$ cat src/rtl/recover_enc_pkg.sv
// Shared definitions for the Fano re-encoder pipeline.
//   - rib_t          : {hypothesis bit, parity} output word
//   - MASK_*         : default generator masks for the three code rates
//   - calc_stages()  : number of XOR-tree register stages for a given width/fan-in
//   - default_mask() : reset/constant value of each mask slot
package recover_enc_pkg;

  typedef logic [1:0] rib_t;

  localparam logic [88:0] MASK_1_2 = 89'hD354E3267;
  localparam logic [88:0] MASK_3_4 = 89'h87AFC51E7688DDEE;
  localparam logic [88:0] MASK_7_8 = 89'o77663166177600720153763372136;

  // Smallest s with F^s >= k, never below one so the tree always has a register.
  function automatic int calc_stages(input int k, input int log_fanin);
    int n;
    int s;
    n = 1;
    s = 0;
    while (n < k) begin
      n = n << log_fanin;
      s++;
    end
    return (s < 1) ? 1 : s;
  endfunction

  function automatic logic [88:0] default_mask(input int idx);
    case (idx)
      0:       return MASK_1_2;
      1:       return MASK_3_4;
      2:       return MASK_7_8;
      default: return '0;
    endcase
  endfunction

endpackage

$ cat src/rtl/recover_encoder_pipe_xor_tree.sv
// xor_tree_pipe: pipelined parity of a W-bit word.
// Each register stage XORs groups of F = 2^LOG_FANIN bits; the operand is
// zero-extended to F^STAGES bits. All stages advance together on adv.
// Ports:
//   clk, reset_n (sync, active-low), adv (pipeline advance),
//   din [W-1:0] operand, parity (registered result, STAGES cycles later).
module xor_tree_pipe
  import recover_enc_pkg::*;
#(
  parameter int W         = 89,
  parameter int LOG_FANIN = 1
) (
  input  logic         clk,
  input  logic         reset_n,
  input  logic         adv,
  input  logic [W-1:0] din,
  output logic         parity
);

  localparam int F      = 1 << LOG_FANIN;
  localparam int STAGES = calc_stages(W, LOG_FANIN);
  localparam int PW     = 1 << (LOG_FANIN * STAGES);

  logic [PW-1:0] ext;
  logic [PW-1:0] stg [0:STAGES-1];

  assign ext = PW'(din);

  // Result bits above PW/F stay zero because the upper operand bits are zero.
  function automatic logic [PW-1:0] reduce(input logic [PW-1:0] v);
    logic [PW-1:0] r;
    r = '0;
    for (int j = 0; j < PW / F; j++) r[j] = ^v[j*F +: F];
    return r;
  endfunction

  always_ff @(posedge clk) begin
    if (!reset_n) begin
      for (int s = 0; s < STAGES; s++) stg[s] <= '0;
    end else if (adv) begin
      stg[0] <= reduce(ext);
      for (int s = 1; s < STAGES; s++) stg[s] <= reduce(stg[s-1]);
    end
  end

  // Only bit 0 of the last stage can be non-zero; reducing the whole word
  // keeps every bit referenced and costs nothing after constant propagation.
  assign parity = ^stg[STAGES-1];

endmodule

$ cat src/rtl/recover_encoder_pipe.sv
// recover_encoder_pipe: re-encoder for the Fano decoder tree search.
// For every accepted path-register word it produces the parity of
// (register & generator mask) for bit0 hypotheses 0 and 1, optionally
// differentially combined with i_data[0]. Latency 1 + STAGES cycles.
// Optional feature: define RECOVER_ENC_MASK_WR_EN for a writable mask table
// (i_mask_wr/i_mask_idx/i_mask_data); otherwise masks are constants and the
// write ports are ignored.
// Ports:
//   clk, reset_n (sync, active-low)
//   i_vld/o_rdy, i_data [K-1:0], i_diff_en, i_code_rate [RW-1:0] : input beat
//   o_vld/i_rdy, o_rib_0, o_rib_1                                : output beat
//   i_mask_wr, i_mask_idx [RW-1:0], i_mask_data [K-1:0]          : mask write
module recover_encoder_pipe
  import recover_enc_pkg::*;
#(
  parameter int K         = 89,
  parameter int LOG_FANIN = 1,
  parameter int N_RATES   = 3,
  parameter int DEBUG     = 0,
  localparam int RW       = (N_RATES > 1) ? $clog2(N_RATES) : 1
) (
  input  logic          clk,
  input  logic          reset_n,
  input  logic          i_diff_en,
  input  logic [RW-1:0] i_code_rate,
  input  logic          i_vld,
  output logic          o_rdy,
  input  logic [K-1:0]  i_data,
  output logic          o_vld,
  input  logic          i_rdy,
  output rib_t          o_rib_0,
  output rib_t          o_rib_1,
  input  logic          i_mask_wr,
  input  logic [RW-1:0] i_mask_idx,
  input  logic [K-1:0]  i_mask_data
);

  localparam int STAGES       = calc_stages(K, LOG_FANIN);
  localparam logic [RW:0] NR  = (RW + 1)'(N_RATES);

  logic              adv;
  logic [STAGES:0]   vld;
  logic [RW-1:0]     rate_eff;
  logic [K-1:0]      mask_cur;
  logic              b0_0;
  logic              b0_1;
  logic [K-1:0]      s0_0;
  logic [K-1:0]      s0_1;
  logic              parity_0;
  logic              parity_1;

  assign o_vld = vld[STAGES];
  assign adv   = !o_vld || i_rdy;
  assign o_rdy = adv || !reset_n;

  // Out-of-range rates fall back to slot 0.
  assign rate_eff = ({1'b0, i_code_rate} < NR) ? i_code_rate : '0;

`ifdef RECOVER_ENC_MASK_WR_EN
  logic [K-1:0] mask_tbl [N_RATES];

  always_ff @(posedge clk) begin
    if (!reset_n) begin
      for (int i = 0; i < N_RATES; i++) mask_tbl[i] <= K'(default_mask(i));
    end else if (i_mask_wr && ({1'b0, i_mask_idx} < NR)) begin
      mask_tbl[i_mask_idx] <= i_mask_data;
    end
  end

  // Read before the edge, so a beat accepted alongside a write sees the old mask.
  assign mask_cur = mask_tbl[rate_eff];
`else
  logic unused_mask_ports;
  assign unused_mask_ports = ^{i_mask_wr, i_mask_idx, i_mask_data};
  assign mask_cur = K'(default_mask(int'(rate_eff)));
`endif

  assign b0_0 = i_diff_en & i_data[0];
  assign b0_1 = ~b0_0;

  // Stage 0 loads on every advance; contents of empty slots are don't-care
  // since the valid chain marks them.
  always_ff @(posedge clk) begin
    if (!reset_n) begin
      vld  <= '0;
      s0_0 <= '0;
      s0_1 <= '0;
    end else if (adv) begin
      vld  <= {vld[STAGES-1:0], i_vld};
      s0_0 <= {i_data[K-1:1], b0_0} & mask_cur;
      s0_1 <= {i_data[K-1:1], b0_1} & mask_cur;
    end
  end

  xor_tree_pipe #(.W(K), .LOG_FANIN(LOG_FANIN)) u_tree_0 (
    .clk     (clk),
    .reset_n (reset_n),
    .adv     (adv),
    .din     (s0_0),
    .parity  (parity_0)
  );

  xor_tree_pipe #(.W(K), .LOG_FANIN(LOG_FANIN)) u_tree_1 (
    .clk     (clk),
    .reset_n (reset_n),
    .adv     (adv),
    .din     (s0_1),
    .parity  (parity_1)
  );

  assign o_rib_0 = {1'b0, parity_0};
  assign o_rib_1 = {1'b1, parity_1};

  // Probe bundle kept through synthesis for an ILA to attach to.
  if (DEBUG != 0) begin : g_debug
    (* mark_debug = "true" *) logic [7:0] dbg_probe;
    assign dbg_probe = {i_vld, o_rdy, o_vld, i_rdy, o_rib_0, o_rib_1};
  end

endmodule

$ cat config.mk
export PLATFORM = sky130hd
export DESIGN_NAME = recover_encoder_pipe
export DESIGN_NICKNAME = d
export VERILOG_FILES = /design/src/rtl/recover_enc_pkg.sv /design/src/rtl/recover_encoder_pipe_xor_tree.sv /design/src/rtl/recover_encoder_pipe.sv
export SDC_FILE = /design/constraint.sdc
export NUM_CORES = 1
export LEC_CHECK = 0
export BUFFER_PORTS_ARGS = -buffer_cell sky130_fd_sc_hd__buf_4
export CAP_MARGIN = 20
export CORE_MARGIN = 1.5
export CORE_UTILIZATION = 47
export DETAILED_ROUTE_END_ITERATION = 6
export GPL_TIMING_DRIVEN = 0
export PLACE_DENSITY = 0.76
export SYNTH_ARGS = -nofsm -noshare
export SYNTH_HDL_FRONTEND = slang
export SYNTH_SLANG_ARGS = --single-unit
$ cat constraint.sdc
create_clock -name clk -period 1.5 [get_ports clk]
set_input_delay 0.15 -clock clk [delete_from_list [all_inputs] [get_ports clk]]
set_output_delay 0.15 -clock clk [all_outputs]
set_load 0.01 [all_outputs]
==> metrics.md, run 1 <==
| Metric | Value |
|---|---|
| Clk_lat worst skew | 430 ps |
| Root Buffer | clkbuf_16 |
| Period Utilization, post-route | 102% |
| WHS Endpoint | s0_1[58] |
| Worst min path class | in2reg |
| Reg2reg start | vld[7] |
| CTS Buf Count | 17 |
| Slew @ Worst Pin | 607 ps |
| Mean Syn Cell Area | 11.8 sq um |
| Synth Register Bits | 172 |
| Synth Area in Adders | 0.693% |
| TritonCTS clock tree | done |
| Vias/cell | 5.34 |
| Cell count after placement | 880 |
| Failing checks | setup timing |
| Initial DRC Count | 352 |
| CTS clk-pin slew, worst paths | 60 ps |
| Hold Path Depth | 3 |
| Die H | 127 microns |
| Top cells by area, synth | edfxtp_1 (38%), dfxtp_1 (22%), xnor2_1 (9.3%), o32ai_1 (6.4%), nor3_1 (5.8%) |
| Sequential fraction of the synthesis area | 60.5% |
| Lkg Pwr | 0.00385 uW |
| Initial Utilization | 47.8% |
| Drt first pass iters | 5 |
| Sinks on Clock Net | 172 |
| Final setup viols | 1 |
| WP buf/inv | 4 |
| Synth top cells by count | inv_1 (107), edfxtp_1 (92), nor3_1 (84) |
| Largest delay share family, worst path | buffers and inverters |
| XOR/XNOR Fraction of Synth Area | 9.34% |
| Fmax | 0.651 GHz |
| Slew Viols, Final | 0 |
| CORE AREA | 15100 sq um |
| Port bufs | 80 |
| Row Count | 45 |
| Crit Path Class | reg2out |
| WL/cell | 17.4 microns |
| CP required | 1350 ps |
| Global route overflow | 0 |
| Vias | 5207 |
| Clock Tree Buf Depth | 2 |
| Async set or reset register ratio after synthesis | 0% |
| Cell Count, Final, Fillers Out | 975 |
| First-pass GRT wire length | 27.5 mm |
| Area share of the largest cell type after synthesis | 38.3% |
| Pwr per Cell Area | 1100 nW/um^2 |
| Die Area | 16100 sq um |
| Drt total wl | 17.0 mm |
| # diodes | 0 |
| RSZ-0062 raised after global routing | true |
| CP most frequent cell | buf_6 |
| Crit path DAT | 1390 ps |
| Slowest-stage cell, CP | dfxtp_4 |
| Max_slew headroom | 59.5% |
| Width of the die | 127 microns |
| Initial antenna violation count | 0 |
| DP Area | 8070 sq um |
| Crit-path max cell delay | 350 ps |
| H-tree lvl count | 4 |
| Ys flop type | edfxtp_1 |
| Startpoint Class | flop |
| Slack of the critical path | -36.7 ps |
| EDFF count, synth | 92 |
| Fillers | 1090 |
| Worst R2R Setup Slack | 30 ps |
| Post-synth top area cell | edfxtp_1 |
| Final Critical Period | 1540 ps |
| Worst-case reg-to-reg path depth | 5 |
| Residual DRC | 0 |
| Main combinational cell family by area after synthesis | buffers and inverters |
| Compound-Gate Fraction of Synth Area | 9.92% |
| Worst vdd ir | 0.00112 V |
| End of the worst register-to-register path | u_tree_1.stg[0][132] |
| Vias in the first global route | 5455 |
| Place WS | -187 ps |
| Cells after synthesis | 612 |
| Post-synthesis mux area share | 0% |
| Total GRT Usage | 22.5% |
| RePlAce Congestion | 0.816 |
| Max-Cap Viols | 0 |
| Fin. Hold Viols | 0 |
| Worst Hold Launch | i_data[58] |
| Distinct cell type count after synthesis | 26 |
| Most frequent cell after synthesis | inv_1 |
| Synth warn | 0 |
| Antenna viol nets, final | 0 |
| Fin nets | 966 |
| Critical-path cell list | and3b_2 -> buf_6 -> inv_12 -> buf_16 -> buf_6 |
| Cell Area, Synth | 7220 sq um |
| Crit Path Max Fanout | 5 |
| CP Capture Type | primary output |
| Outcome | complete, but fails checks |
| Post-DP HPWL | 10.6 mm |
| Largest net degree at the start of global routing | 52 |
| Setup_tns | -36.7 ps |
| Simple-gate share of the synthesized area | 9.40% |
| Layout cells sized above 1 | 21.0% |
| Synthesized Nets | 804 |
| Cell area after layout | 9330 sq um |
| IO Pins | 194 |
| Clock skew | 8.14 ps |
| Synth-to-Final Area Change | 29.3% |
[routing by layer]
layer	track usage (%)	wire [microns]
met1	27.4	7030
met3	4.98	849
met4	11.0	520
met5	0	0
met2	37.7	8580
[placed cells by master (no fill, tap or decap), drive strengths merged]
cell | synthesis | routed
and4b | 14 | 14
o32ai | 53 | 53
nor2 | 2 | 2
and3 | 6 | 6
nor2b | 3 | 3
clkbuf | 14 | 42
a32o | 12 | 12
a31o | 7 | 7
nand2b | 2 | 2
dfxtp | 80 | 80
dlygate4sd3 | 0 | 54
conb | 2 | 2
a41o | 7 | 7
ha | 4 | 4
buf | 35 | 120
and2 | 1 | 1
bufbuf | 0 | 2
clkinv | 0 | 4
nand2 | 7 | 7
edfxtp | 92 | 92
nor3 | 84 | 84
inv | 109 | 111
and3b | 1 | 1
xnor2 | 77 | 77
[final cells by class]
class | count | area [sq um] | area share, %
plain buffers | 49 | 343 | 3.67
clock buffers | 26 | 520 | 5.58
clock inverters | 6 | 32.5 | 0.349
inverters | 109 | 422 | 4.52
multi-input cells | 282 | 2130 | 22.8
flip-flops and latches | 172 | 4370 | 46.8
well taps | 188 | 235 | 2.52
repair buffers | 143 | 1280 | 13.7
[worst max path at each step]
stage | startpoint | to | cells after the start
detailed placement | i_code_rate[0] | s0_1[42] | 6
global placement | vld[7] | u_tree_1.stg[0][384] | 4
CTS | vld[7] | o_rdy | 5
finish | vld[7] | o_rdy | 5
global route | vld[7] | o_rdy | 5
floorplan | vld[7] | u_tree_0.stg[0][0] | 4
[what timing repair did]
item                                    in CTS  in global routing
endpoints found under the setup margin     182                 94
hold buffers                                54                  0
buffers inserted                             6                  0
cloned                                       3                  0
gates resized for setup                      7                  6
pin swaps                                    0                  1
hold endpoints to repair                    54                  0
[power breakdown]
| group | total, uW | internal (uW) | switching (uW) |
|---|---|---|---|
| logic | 823 | 476 | 347 |
| registers | 5280 | 5160 | 118 |
| clock network | 4130 | 2390 | 1740 |
[state kept, by name (all words and copies together), names as in the netlist]
signal        flops
s0_0              2
s0_1             70
u_tree_0.stg      8
u_tree_1.stg     84
vld               8
[metrics by stage]
stage | hold WS [ps] | util [%] | total power, uW
2_1_floorplan | 295 | - | 5770
3_3_place_gp | 380 | 53.5 | 6040
3_5_place_dp | 385 | 53.5 | 6070
4_1_cts | 1.05 | 61.8 | 10200
5_1_grt | 5.61 | 61.8 | 10600
6_report | 11.0 | 61.8 | 10200
[worst reg2reg max path: cells and delay by family, from the launching register on]
| family | cells | cell delay, ps |
|---|---|---|
| AND/OR/NAND/NOR | 1 | 210 |
| buffers and inverters | 4 | 640 |
| flip-flops | 1 | 340 |
[kinds of logic after synthesis]
kind of cell | after synthesis
buffers and inverters | 158
adders and majority gates | 4
DFF | 172
AOI/OAI and AO/OA | 79
other | 2
xor gates and xnor gates | 77
and+or+nand+nor | 120
No activity file was read; power rests on OpenSTA's default activity.
==> run 2: changes to the inputs <==
--- a/config.mk
+++ b/config.mk
@@ -5,6 +5,7 @@
 export SDC_FILE = /design/constraint.sdc
 export NUM_CORES = 1
 export LEC_CHECK = 0
+export ABC_AREA = 1
 export BUFFER_PORTS_ARGS = -buffer_cell sky130_fd_sc_hd__buf_4
 export CAP_MARGIN = 20
 export CORE_MARGIN = 1.5
@@ -12,6 +13,7 @@
 export DETAILED_ROUTE_END_ITERATION = 6
 export GPL_TIMING_DRIVEN = 0
 export PLACE_DENSITY = 0.76
+export SLEW_MARGIN = 20
 export SYNTH_ARGS = -nofsm -noshare
 export SYNTH_HDL_FRONTEND = slang
 export SYNTH_SLANG_ARGS = --single-unit
==> constraint.sdc (replaced) <==
create_clock -name clk -period 1.5 [get_ports clk]
set_input_delay 0.075 -clock clk [delete_from_list [all_inputs] [get_ports clk]]
set_output_delay 0.075 -clock clk [all_outputs]
set_load 0.01 [all_outputs]
==> metrics.md, run 2 <==
| Metric | Value |
|---|---|
| Net Sw Power | 2180 uW |
| Cell count after placement | 1017 |
| Clock power share | 39.7% |
| Core Util, Final | 62.3% |
| Most frequent cell after synthesis | nand2_1 |
| CTS Buf Count | 17 |
| Ys flop type | edfxtp_1 |
| CP Capture Type | primary output |
| Synth top cells by count | nand2_1 (195), nor2_1 (118), edfxtp_1 (92) |
| Sw Share | 21.3% |
| Met3 WL | 947 microns |
| Power, Total | 10200 uW |
| Crit Path Class | reg2out |
| Reg power frac | 51.6% |
| Worst Hold Launch | i_data[79] |
| Outcome | finished, final reports clean |
| Crit Path Max Fanout | 10 |
| Total GRT Usage | 21.0% |
| H-tree lvl count | 4 |
| Reg with most FFs | u_tree_1.stg |
| # diodes | 0 |
| Slew Viols, Final | 0 |
| Initial DRC Count | 325 |
| RePlAce Congestion | 0.814 |
| Drt first pass iters | 5 |
| Most frequent cells in the layout | nand2_1 (195), nor2_1 (118), buf_4 (104) |
| Crit path DAT | 1330 ps |
| Async set or reset register ratio after synthesis | 0% |
| WP depth | 4 |
| Port bufs | 81 |
| Final setup viols | 0 |
| Root Buffer | clkbuf_16 |
| Vias | 5429 |
| Met2 wire len | 8.35 mm |
| Met1 WL | 6.58 mm |
| Sinks on Clock Net | 172 |
| Sequential fraction of the synthesis area | 60.2% |
| TritonCTS clock tree | done |
| Worst-case reg-to-reg path depth | 4 |
| Post-DP HPWL | 10.2 mm |
| Final hold slack | 13.2 ps |
| Combinational power share | 8.8% |
| Commonest non-fill, non-tap cell in the layout | nand2_1 |
| Fin nets | 1114 |
| Fmax | 0.710 GHz |
| Worst min path class | in2reg |
| Fin. Hold Viols | 0 |
| Clock skew | 6.30 ps |
| Cells after synthesis | 746 |
| CP startpoint | vld[7] |
| Setup_tns | 0 ps |
| Global route overflow | 0 |
| Final Critical Period | 1410 ps |
| Width of the die | 127 microns |
| Period Utilization, post-route | 93.9% |
| Residual DRC | 0 |
| CTS clk-pin slew, worst paths | 60 ps |
| Post-synth top area cell | edfxtp_1 |
| Regs by FF count | u_tree_1.stg x84, s0_1 x70 |
| Flip-flop count of the largest register after layout | 84 |
| Mean Syn Cell Area | 9.71 sq um |
| Worst R2R Setup Slack | 130 ps |
| Max-Cap Viols | 0 |
| Vias in the first global route | 5244 |
| Worst vdd ir | 0.000798 V |
| Startpoint Class | flop |
| First-pass GRT wire length | 25.6 mm |
| CORE AREA | 15100 sq um |
| Top cells by area, synth | edfxtp_1 (38%), dfxtp_1 (22%), nand2_1 (10%), xnor2_1 (9.1%), nor2_1 (6.1%) |
| Synth-to-Final Area Change | 30.3% |
| Slew @ Worst Pin | 723 ps |
| EDFF count, synth | 92 |
| End of the worst register-to-register path | s0_1[13] |
| Top Layer Used | met4 |
| Lkg Pwr | 0.00416 uW |
| Critical Path End | o_rdy |
| Layout cells sized above 1 | 16.9% |
| Drt total wl | 16.2 mm |
| Area share of the largest cell type after synthesis | 38.1% |
| IO Pins | 194 |
| Max_slew headroom | 51.8% |
| Synth warn | 0 |
| Cell Int Power | 8050 uW |
| CP required | 1420 ps |
| Pwr per Cell Area | 1080 nW/um^2 |
| Die H | 127 microns |
| Critical-path cell list | buf_8 -> nand3_4 -> buf_12 -> buf_4 |
| Antenna viol nets, final | 0 |
| Reg2reg start | vld[7] |
| WP buf/inv | 3 |
| WL/cell | 14.4 microns |
| Distinct cell type count after synthesis | 20 |
| Initial antenna violation count | 0 |
| Largest delay share family, worst path | buffers and inverters |
| Crit-path max cell delay | 370 ps |
| Row Count | 45 |
| RSZ-0062 raised after global routing | false |
| Initial Utilization | 47.8% |
| Largest net degree at the start of global routing | 37 |
| Clock Tree Buf Depth | 2 |
| Synthesized Nets | 938 |
| Cell Area, Synth | 7240 sq um |
| Slowest-stage cell, CP | dfxtp_4 |
| Vias/cell | 4.83 |
| Die Area | 16200 sq um |
| Synth Register Bits | 172 |
| Clk_lat worst skew | 420 ps |
| Cell Count, Final, Fillers Out | 1123 |
[run 2: cell types whose count changed after synthesis, moves of 12 or more]
cell      before  now
a32o_1        12    0
nor2_1         2  118
nand3_1        0   32
inv_1        107   42
and4b_1       14    0
o32ai_1       53    0
nand3b_1       0   39
nand2_1        7  195
nor3_1        84    0
[run 2: worst min-delay path, stage by stage]
cell      delay, ps
buf_4           110
nand2_1          40
nand3b_1        110
nand2_1          60
[run 2: per-layer routing]
metal	track usage, %	vias to the layer above
met2	38.1	160
met1	24.5	2513
met3	4.40	31
met5	0	-
met4	7.89	0
li1	-	2725
[run 2: cell families (layout without fill, tap and decap cells)]
| logic type | count (synthesis) | after routing | share of synthesized area (%) |
|---|---|---|---|
| simple gates | 396 | 397 | 23.7 |
| xor+xnor | 75 | 75 | 9.07 |
| compound gates | 9 | 9 | 0.622 |
| fa+ha+maj | 4 | 4 | 0.691 |
| other cells | 2 | 2 | 0.104 |
| buf+inv | 88 | 276 | 5.61 |
| flops | 172 | 172 | 60.2 |
[run 2: worst min-delay path by stage]
stage | endpoint | slack (ps) | cells after the start
2_1_floorplan | vld[0] | 210 | 2
3_3_place_gp | vld[0] | 300 | 3
3_5_place_dp | vld[0] | 310 | 3
4_1_cts | s0_1[4] | 8 | 4
5_1_grt | s0_1[79] | 20 | 4
6_report | s0_1[79] | 10 | 4
[run 2: repair_timing]
action | in CTS | in global routing
setup endpoints to repair | 48 | 11
resized for setup | 0 | 1
hold buffers | 64 | 0
hold endpoints to repair | 63 | 0
gates cloned | 1 | 1
pin swaps | 1 | 0
setup buffers | 1 | 8
[run 2: power groups by stage]
stage | sequential, uW | combinational, uW | clock (uW)
after global placement | 5370 | 740 | 0
after CTS | 5280 | 888 | 4110
after detailed placement | 5380 | 752 | 0
after global routing | 5300 | 989 | 4280
after floorplan | 5350 | 452 | 0
final | 5280 | 896 | 4060
[run 2: metrics by stage]
stage	setup WS, ps	instance area, sq um
final	91.8	9440
after global routing	48.6	9440
after CTS	0.649	9350
after detailed placement	-190	8150
after global placement	-822	8110
after floorplan	-379	7270
[run 2: cell type report]
cell class	instances	area [sq um]
plain buffers	44	259
clock buffers	23	479
clock inverters	9	67.6
fillers	1133	5710
inverters	43	164
multi-input cells	487	2480
flip-flops and latches	172	4370
well taps	188	235
repair buffers	157	1380
==> run 3: changes to the inputs <==
--- a/config.mk
+++ b/config.mk
@@ -13,6 +13,7 @@
 export DETAILED_ROUTE_END_ITERATION = 6
 export GPL_TIMING_DRIVEN = 0
 export PLACE_DENSITY = 0.76
+export REMOVE_ABC_BUFFERS = 1
 export SLEW_MARGIN = 20
 export SYNTH_ARGS = -nofsm -noshare
 export SYNTH_HDL_FRONTEND = slang
==> metrics.md, run 3 (synthesis gave the netlist of run 2 again) <==
| Metric | Value |
|---|---|
| Drt total wl | 15.4 mm |
| Vias/cell | 4.91 |
| Most frequent cells in the layout | nand2_1 (195), nor2_1 (118), edfxtp_1 (92) |
| CP required | 1670 ps |
| Global route overflow | 0 |
| Total GRT Usage | 20.2% |
| Vias | 5313 |
| RePlAce Congestion | 0.756 |
| Vias in the first global route | 5278 |
| Initial DRC Count | 292 |
| Crit path DAT | 1590 ps |
| Max-Cap Viols | 0 |
| Die Area | 16200 sq um |
| Pwr per Cell Area | 1110 nW/um^2 |
| Final setup viols | 0 |
| Drt first pass iters | 7 |
| Place WS | -1280 ps |
| Net Sw Power | 2230 uW |
| Clock skew | 7.63 ps |
| Critical-path cell list | nand2_8 -> nand2_8 -> buf_12 -> nor2_1 |
| Post-DP HPWL | 7.64 mm |
| Lkg Pwr | 0.00407 uW |
| Crit Path Max Fanout | 55 |
| CP most frequent cell | nand2_8 |
| Fmax | 0.705 GHz |
| Period Utilization, post-route | 94.6% |
| Port bufs | 81 |
| H-tree lvl count | 4 |
| CTS Buf Count | 17 |
| Largest net degree at the start of global routing | 88 |
| Sinks on Clock Net | 172 |
| TritonCTS clock tree | done |
| Worst vdd ir | 0.00104 V |
| CP Capture Type | flop |
| Clk_lat worst skew | 420 ps |
| Die H | 127 microns |
| Clock power share | 40.8% |
| Initial Utilization | 47.8% |
| Slack of the critical path | 81.6 ps |
| Cell Int Power | 8130 uW |
| Reg with most FFs | u_tree_1.stg |
| Crit-path max cell delay | 410 ps |
| RSZ-0062 raised after global routing | false |
| Regs by FF count | u_tree_1.stg x84, s0_1 x70 |
| Synth-to-Final Area Change | 29.3% |
| Slew Viols, Final | 0 |
| Reg power frac | 51.0% |
| Fin nets | 1074 |
| Root Buffer | clkbuf_16 |
| Residual DRC | 0 |
| Power, Total | 10400 uW |
| Layout cells sized above 1 | 14.7% |
| Outcome | finished, final reports clean |
| Max_slew headroom | 49.2% |
| IO Pins | 194 |
| Commonest non-fill, non-tap cell in the layout | nand2_1 |
| WL/cell | 14.2 microns |
| Initial antenna violation count | 0 |
| CTS clk-pin slew, worst paths | 60 ps |
| Width of the die | 127 microns |
| Row Count | 45 |
| Clock Tree Buf Depth | 2 |
| Core Util, Final | 61.9% |
| First-pass GRT wire length | 25.0 mm |
| Fin. Hold Viols | 0 |
| Startpoint Class | flop |
| CORE AREA | 15100 sq um |
| Crit Path Class | reg2reg |
| Combinational power share | 8.3% |
| Worst min path class | in2reg |
| Slowest-stage cell, CP | dfxtp_4 |
| Antenna viol nets, final | 0 |
| # diodes | 0 |
| Flip-flop count of the largest register after layout | 84 |
| Slew @ Worst Pin | 761 ps |
| Sw Share | 21.5% |
| Final hold slack | 20.0 ps |
| Final Critical Period | 1420 ps |
run 3: cell count changes in the layout (fill, tap and decap cells not counted), sizes merged:
| cell | before | now |
|---|---|---|
| buf | 127 | 87 |
| clkbuf | 33 | 23 |
| dlygate4sd3 | 64 | 68 |
| nand2 | 197 | 201 |
| clkinv | 7 | 10 |
| clkinvlp | 0 | 2 |
| inv | 44 | 42 |
| bufinv | 1 | 0 |
run 3: timing repair:
action,in CTS,in global routing
hold buffers,68,0
setup buffers,3,0
resized for setup,11,2
cloned,5,2
endpoints found under the setup margin,263,32
pin swaps,1,0
hold endpoints to repair,67,0
run 3: final cells by class:
cell class	instances	area, sq um
Clock inverter	11	57.6
Timing Repair Buffer	157	1430
Tap cell	188	235
Clock buffer	21	526
Fill cell	1211	5780
Inverter	43	191
Multi-Input combinational cell	491	2560
Sequential cell	172	4370
run 3: path summary, 6_finish.rpt:
| kind | startpoint | slack [ps] | to | cells after the start |
|---|---|---|---|---|
| max | vld[7] | 80 | u_tree_1.stg[0][26] | 4 |
| min reg2reg | vld[6] | 440 | vld[7] | 2 |
| max reg2reg | vld[7] | 80 | u_tree_1.stg[0][26] | 4 |
| min | i_data[47] | 20 | s0_1[47] | 4 |
run 3: stage by stage:
| stage | TNS, ps | instance area [sq um] | instances |
|---|---|---|---|
| final | 0 | 9370 | 1083 |
| after global routing | 0 | 9370 | 1083 |
| after CTS | 0 | 9300 | 1081 |
| after detailed placement | -223700 | 7920 | 973 |
| after global placement | -499380 | 7840 | 970 |
| after floorplan | -234900 | 7000 | 701 |
run 3: power groups by stage:
stage	logic, uW	clock network, uW	registers (uW)
after detailed placement	688	0	5380
after global routing	951	4480	5300
after CTS	851	4310	5280
after floorplan	392	0	5360
after global placement	668	0	5370
final	857	4220	5280
run 3: per-layer routing:
metal,vias to the layer above,track usage [%],share of wire [%]
met5,-,0,0
li1,2646,-,-
met2,112,36.8,51
met1,2525,23.3,43
met3,30,3.56,3.6
met4,0,8.62,2.3
run 3: critical path: cells and delay by family (launching register included):
kind,cells,cell delay [ps]
simple gates,3,450
flops,1,410
buf+inv,1,260
